[config.mk]
export PLATFORM = sky130hd
export DESIGN_NAME = pipe_data_packer_flat
export DESIGN_NICKNAME = d
export VERILOG_FILES = /design/src/rtl/pipe_data_packer_if.sv /design/src/rtl/pipe_data_packer.sv /design/src/flat_wrapper.sv
export SDC_FILE = /design/constraint.sdc
export NUM_CORES = 1
export LEC_CHECK = 0
export ABC_AREA = 1
export CORE_MARGIN = 2
export CORE_UTILIZATION = 37
export CTS_CLUSTER_DIAMETER = 150
export DETAILED_ROUTE_END_ITERATION = 6
export GPL_TIMING_DRIVEN = 0
export PLACE_DENSITY_LB_ADDON = 0.3
export SLEW_MARGIN = 20
export SYNTH_ARGS = -nofsm -noshare
export SYNTH_HDL_FRONTEND = slang
export SYNTH_SLANG_ARGS = --single-unit
[constraint.sdc]
create_clock -name clk -period 2.1 [get_ports clk]
set_clock_uncertainty 0.2 [all_clocks]
set_input_delay 0.42 -clock clk [delete_from_list [all_inputs] [get_ports clk]]
set_output_delay 0.42 -clock clk [all_outputs]
set_load 0.005 [all_outputs]
[src/rtl/pipe_data_packer_if.sv]
// Narrow-in / wide-out valid-ready bundle for the data packer.
// The master drives the narrow beats and the downstream ready; the slave is the packer.
interface pipe_data_packer_if #(
  parameter int IWIDTH = 8,
  parameter int RATIO  = 4
);
  logic                      i_valid;
  logic [IWIDTH-1:0]         i_data;
  logic                      i_last;
  logic                      o_ready;
  logic                      o_valid;
  logic [IWIDTH*RATIO-1:0]   o_data;
  logic [RATIO-1:0]          o_keep;
  logic                      o_last;
  logic                      i_ready;

  modport master (
    output i_valid, i_data, i_last, i_ready,
    input  o_ready, o_valid, o_data, o_keep, o_last
  );

  modport slave (
    input  i_valid, i_data, i_last, i_ready,
    output o_ready, o_valid, o_data, o_keep, o_last
  );
endinterface

[src/rtl/pipe_data_packer.sv]
// Valid-ready width upsizer: packs RATIO narrow beats (little-endian lanes) into one
// registered wide word; i_last closes a word early and o_keep marks the filled lanes.
module pipe_data_packer #(
  parameter int IWIDTH = 8,
  parameter int RATIO  = 4
) (
  input  logic                clk,
  input  logic                rstn,
  pipe_data_packer_if.slave   bus
);
  localparam int CW = (RATIO > 1) ? $clog2(RATIO) : 1;
  localparam int OW = IWIDTH * RATIO;

  generate
    if (RATIO < 2) begin : g_bad_ratio
      $error("pipe_data_packer: RATIO must be 2 or more");
    end
  endgenerate

  logic                init_done_reg;
  logic [CW-1:0]       cnt_reg, cnt_next;
  logic [OW-1:0]       acc_reg, acc_next;
  logic [RATIO-1:0]    acc_keep_reg, acc_keep_next;
  logic [OW-1:0]       out_data_reg, out_data_next;
  logic [RATIO-1:0]    out_keep_reg, out_keep_next;
  logic                out_last_reg, out_last_next;
  logic                out_valid_reg, out_valid_next;

  logic [OW-1:0]       merged_data;
  logic [RATIO-1:0]    merged_keep;
  logic                accept;
  logic                take;
  logic                complete;

  // Accumulator with the current beat dropped into the lane selected by cnt.
  generate
    for (genvar gi = 0; gi < RATIO; gi++) begin : g_lane
      logic lane_sel;
      assign lane_sel = (cnt_reg == CW'(gi));
      assign merged_data[gi*IWIDTH +: IWIDTH] = lane_sel ? bus.i_data
                                                         : acc_reg[gi*IWIDTH +: IWIDTH];
      assign merged_keep[gi] = lane_sel | acc_keep_reg[gi];
    end
  endgenerate

  assign bus.o_ready = init_done_reg && (!out_valid_reg || bus.i_ready);
  assign accept      = bus.i_valid && bus.o_ready;
  assign take        = out_valid_reg && bus.i_ready;
  assign complete    = accept && ((cnt_reg == CW'(RATIO - 1)) || bus.i_last);

  always_comb begin
    cnt_next       = cnt_reg;
    acc_next       = acc_reg;
    acc_keep_next  = acc_keep_reg;
    out_data_next  = out_data_reg;
    out_keep_next  = out_keep_reg;
    out_last_next  = out_last_reg;
    out_valid_next = out_valid_reg;

    if (take) begin
      out_valid_next = 1'b0;
    end

    // A completion beat overrides the take above, giving a back-to-back reload.
    if (complete) begin
      out_data_next  = merged_data;
      out_keep_next  = merged_keep;
      out_last_next  = bus.i_last;
      out_valid_next = 1'b1;
      acc_next       = '0;
      acc_keep_next  = '0;
      cnt_next       = '0;
    end else if (accept) begin
      acc_next       = merged_data;
      acc_keep_next  = merged_keep;
      cnt_next       = cnt_reg + CW'(1);
    end
  end

  always_ff @(posedge clk or negedge rstn) begin
    if (!rstn) begin
      init_done_reg <= 1'b0;
      cnt_reg       <= '0;
      acc_reg       <= '0;
      acc_keep_reg  <= '0;
      out_data_reg  <= '0;
      out_keep_reg  <= '0;
      out_last_reg  <= 1'b0;
      out_valid_reg <= 1'b0;
    end else begin
      init_done_reg <= 1'b1;
      cnt_reg       <= cnt_next;
      acc_reg       <= acc_next;
      acc_keep_reg  <= acc_keep_next;
      out_data_reg  <= out_data_next;
      out_keep_reg  <= out_keep_next;
      out_last_reg  <= out_last_next;
      out_valid_reg <= out_valid_next;
    end
  end

  assign bus.o_valid = out_valid_reg;
  assign bus.o_data  = out_data_reg;
  assign bus.o_keep  = out_keep_reg;
  assign bus.o_last  = out_last_reg;
endmodule
[src/flat_wrapper.sv]
// flat-port wrapper written by rule: the top's interface ports become plain ports
module pipe_data_packer_flat 
#(
  parameter int IWIDTH = 8,
  parameter int RATIO  = 4
)
  (clk, rstn, bus_i_valid, bus_i_data, bus_i_last, bus_i_ready, bus_o_ready, bus_o_valid, bus_o_data, bus_o_keep, bus_o_last);
  pipe_data_packer_if #(.IWIDTH(IWIDTH), .RATIO(RATIO)) bus_i ();
  input  logic clk;
  input  logic rstn;
  input wire logic [$bits(bus_i.i_valid)-1:0] bus_i_valid;
  input wire logic [$bits(bus_i.i_data)-1:0] bus_i_data;
  input wire logic [$bits(bus_i.i_last)-1:0] bus_i_last;
  input wire logic [$bits(bus_i.i_ready)-1:0] bus_i_ready;
  output wire logic [$bits(bus_i.o_ready)-1:0] bus_o_ready;
  output wire logic [$bits(bus_i.o_valid)-1:0] bus_o_valid;
  output wire logic [$bits(bus_i.o_data)-1:0] bus_o_data;
  output wire logic [$bits(bus_i.o_keep)-1:0] bus_o_keep;
  output wire logic [$bits(bus_i.o_last)-1:0] bus_o_last;
  assign bus_i.i_valid = bus_i_valid;
  assign bus_i.i_data = bus_i_data;
  assign bus_i.i_last = bus_i_last;
  assign bus_i.i_ready = bus_i_ready;
  assign bus_o_ready = bus_i.o_ready;
  assign bus_o_valid = bus_i.o_valid;
  assign bus_o_data = bus_i.o_data;
  assign bus_o_keep = bus_i.o_keep;
  assign bus_o_last = bus_i.o_last;
  pipe_data_packer #(.IWIDTH(IWIDTH), .RATIO(RATIO)) u_core (.clk(clk), .rstn(rstn), .bus(bus_i));
endmodule
==> Flow_metrics.wiki <==
{| class="wikitable"
! Metric !! Value
|-
| Outcome || complete, no violations
|-
| Final Util || 46.9%
|-
| Final-report hold violation count || 0
|-
| Remaining routing DRC violations || 0
|-
| Sum of negative setup slack || 0 ps
|-
| Launch point of the worst reg-to-reg path || u_core.cnt_reg[0]
|-
| Via count of the first global-routing pass || 3,297
|-
| Initial antenna violation count || 0
|-
| Number of nets in the finished design || 591
|-
| CTS Root Buffer Type || clkbuf_8
|-
| Core region area || 10,200 µm²
|-
| Number of nets produced by synthesis || 525
|-
| Number of slew-limit violations in the final report || 0
|-
| GPL Wtd Cong || 0.786
|-
| Wire length of the first global-routing pass || 16,100 µm
|-
| Drt wl/cell || 13.0 µm
|-
| Highest cell delay on the worst timing path || 450 ps
|-
| Final critical delay including setup and external delays || 1930 ps
|-
| Element type at the critical path start || input port
|-
| Cell Area, Synth || 3870 µm²
|-
| Cell row count || 37
|-
| Cell-by-cell trace of the critical path || clkdlybuf4s50_1, inv_1, a21oi_2, buf_6, clkbuf_2
|-
| CP Capture Type || output pin
|-
| Yosys top cell by area || dfrtp_1
|-
| Slew margin rel. || 66.1%
|-
| Max Fclk || 0.518 GHz
|-
| Leading cell types by total area after synthesis || dfrtp_1, nand2_1, inv_1
|-
| Maximum number of pins on one net before global-route repair || 41
|-
| Share of Yosys cell area claimed by the top area cell type || 49.8%
|-
| Clock group share of total power || 24.6%
|-
| Power, Total || 4.61 mW
|-
| Share of layout cells above drive strength 1 || 11.6%
|-
| Antenna cell count || 0
|-
| Top fanout value on the critical path || 2
|-
| Largest voltage drop on the vdd net || 0.000452 V
|-
| Total number of clock tree sinks || 77
|-
| Height of the chip || 106 µm
|-
| Remaining number of nets flagged by the antenna check after routing || 0
|-
| Initial core utilization || 37.8%
|-
| Slew at the pin with the worst max-slew slack || 509 ps
|-
| Finish-stage setup viols || 0
|-
| Synth-to-layout area growth || 23.9%
|-
| HP Class || flip-flop to flip-flop
|-
| Maximum level of the CTS H-tree || 3
|-
| Critical path's top delay family || buffers and inverters
|-
| Total Wirelength || 9310 µm
|-
| Clock slew at reported path FFs || 70 ps
|-
| Horizontal die dimension || 106 µm
|-
| CTS tree || yes
|-
| Combinational share of power || 32.2%
|-
| Min-Delay Startpoint || u_core.bus.o_data[5]
|-
| Cell at the slowest stage of the critical path || clkdlybuf4s50_1
|-
| RSZ-0062 raised after global routing || false
|-
| CTS Buffer Depth || 2
|-
| Switching Share || 32.1%
|-
| GR Overflow Total || 0
|-
| Total clock buffers created by CTS || 9
|-
| Leak || 2.67 nW
|-
| Number of instances in the synthesized netlist || 508
|-
| Layout filler cell count || 1,048
|-
| Switching power summed over all nets || 1.48 mW
|-
| Sequential fraction of design power || 43.2%
|-
| IO buf count || 51
|-
| Count of TritonRoute iterations in the first routing pass || 4
|-
| Half-perimeter wire length of the detailed placement result || 6570 µm
|-
| Pre-CTS setup slack || -337 ps
|-
| Internal power component || 3.13 mW
|-
| WP data required || 1480 ps
|-
| Launch point of the critical path || bus_i_ready
|-
| Proportion of synthesized chip area in sequential cells || 49.8%
|-
| Clk_lat worst skew || 350 ps
|-
| Ratio of routed vias to standard cells || 4.56
|-
| Type of the worst setup path || input port to output pin
|-
| Crit path buf inv count || 4
|-
| Arr. time, crit path || 1310 ps
|-
| Num ports || 52
|-
| Setup slack after layout || 168 ps
|-
| Share of the clock period used by the worst path after layout || 92.0%
|-
| Synthesized flop and latch total || 77
|-
| Maximum Capacitance Violations || 0
|-
| Warnings, synthesis || 0
|-
| Distinct cells, synth || 23
|-
| Number of vias after detailed routing || 3,254
|-
| Total track usage || 18.1%
|-
| Pwr/cell area || 962 nW/µm²
|-
| Average instance area after synthesis || 7.62 µm²
|-
| Die Footprint || 11,300 µm²
|-
| DRC marker count from the first detailed-route iteration || 211
|}
## power groups by stage
stage / clock [mW] / sequential (mW) / combinational, mW
after detailed placement: 0 / 2.02 / 1.48
final: 1.13 / 1.99 / 1.49
after CTS: 1.16 / 2.00 / 1.50
after global placement: 0 / 2.00 / 1.45
after floorplan: 0 / 2.01 / 0.794
after global routing: 1.23 / 2.04 / 1.70
## worst register-to-register path, cell delays in order, from the launching register on
cell and delay [ps]:
dfrtp_1 420, inv_1 110, ha_1 150, buf_2 210, inv_1 190, nand2_1 100, nand2_1 70, nand2_1 70
nand2_1 50, nand2_1 70, inv_1 40
## final timing paths
check                      depth (start not counted)  slack, ps               endpoint
max                                                5        170            bus_o_ready
min                                                2        270   u_core.bus.o_data[5]
max reg2reg                                       10        320      u_core.acc_reg[7]
min reg2reg                                        2        270   u_core.bus.o_data[5]
max in group asynchronous                          3        720      u_core.cnt_reg[1]
min in group asynchronous                          2        390  u_core.bus.o_data[31]
## through the flow
stage	std cells	instance area, µm²	hold slack (ps)
after floorplan	508	3870	-75.6
after global placement	695	4550	253
after detailed placement	696	4570	226
after CTS	714	4800	278
after global routing	714	4790	306
final	714	4790	274
## per-layer routing
layer / GRT usage [%] / routed length (µm)
met5: 0 / 0
met1: 25.0 / 4380
met4: 9.87 / 307
met3: 2.39 / 440
met2: 27.6 / 4180
## cell usage after synthesis
cell,count
nand3_2,1
buf_12,2
clkbuf_1,2
inv_4,1
o21ai_0,8
inv_1,66
buf_2,10
buf_6,8
nand4_2,1
inv_6,1
or2_2,3
nand2_1,261
nand2_4,1
dfrtp_1,77
nand3_1,5
nor2_4,1
buf_4,6
a21oi_2,1
ha_1,4
conb_1,1
nand2_2,11
nor2_1,9
nand4_1,28
## area by class of cell
type	count	area [µm²]	area share, %
Clock buffer	11	151	3.16
Timing Repair Buffer	55	548	11.4
Sequential cell	77	1930	40.2
Clock inverter	4	47.5	0.992
Inverter	68	263	5.48
Tap cell	136	170	3.55
Multi-Input combinational cell	335	1450	30.2
Buffer	28	239	4.98
## cells in the final DEF (no fill, tap or decap), types with 2 or more instances in the layout
| cell type | n |
|---|---|
| nand2_2 | 11 |
| ha_1 | 4 |
| nor2_1 | 9 |
| nand4_1 | 28 |
| clkbuf_8 | 11 |
| dfrtp_1 | 77 |
| o21ai_0 | 8 |
| buf_2 | 9 |
| buf_6 | 9 |
| nand3_1 | 5 |
| buf_12 | 3 |
| buf_4 | 9 |
| inv_1 | 66 |
| clkinv_2 | 2 |
| clkbuf_1 | 2 |
| nand2_1 | 261 |
| clkdlybuf4s50_1 | 49 |
| or2_2 | 3 |
## logic make-up (layout without fill, tap and decap cells)
logic type | count (synthesis) | in the layout | synth area share (%)
adders and majority gates | 4 | 4 | 1.29
and+or+nand+nor | 321 | 321 | 34.8
AOI/OAI and AO/OA | 9 | 9 | 1.26
DFF | 77 | 77 | 49.8
buffers and inverters | 96 | 166 | 12.8
other | 1 | 1 | 0.0969
## what timing repair did
item,CTS,global route
gates resized for setup,3,2
hold endpoints to repair,37,0
pin swaps,1,1
hold buffers,1,0
buffers inserted,2,0
endpoints found under the setup margin,1,1
No activity file was read; power rests on OpenSTA's default activity.
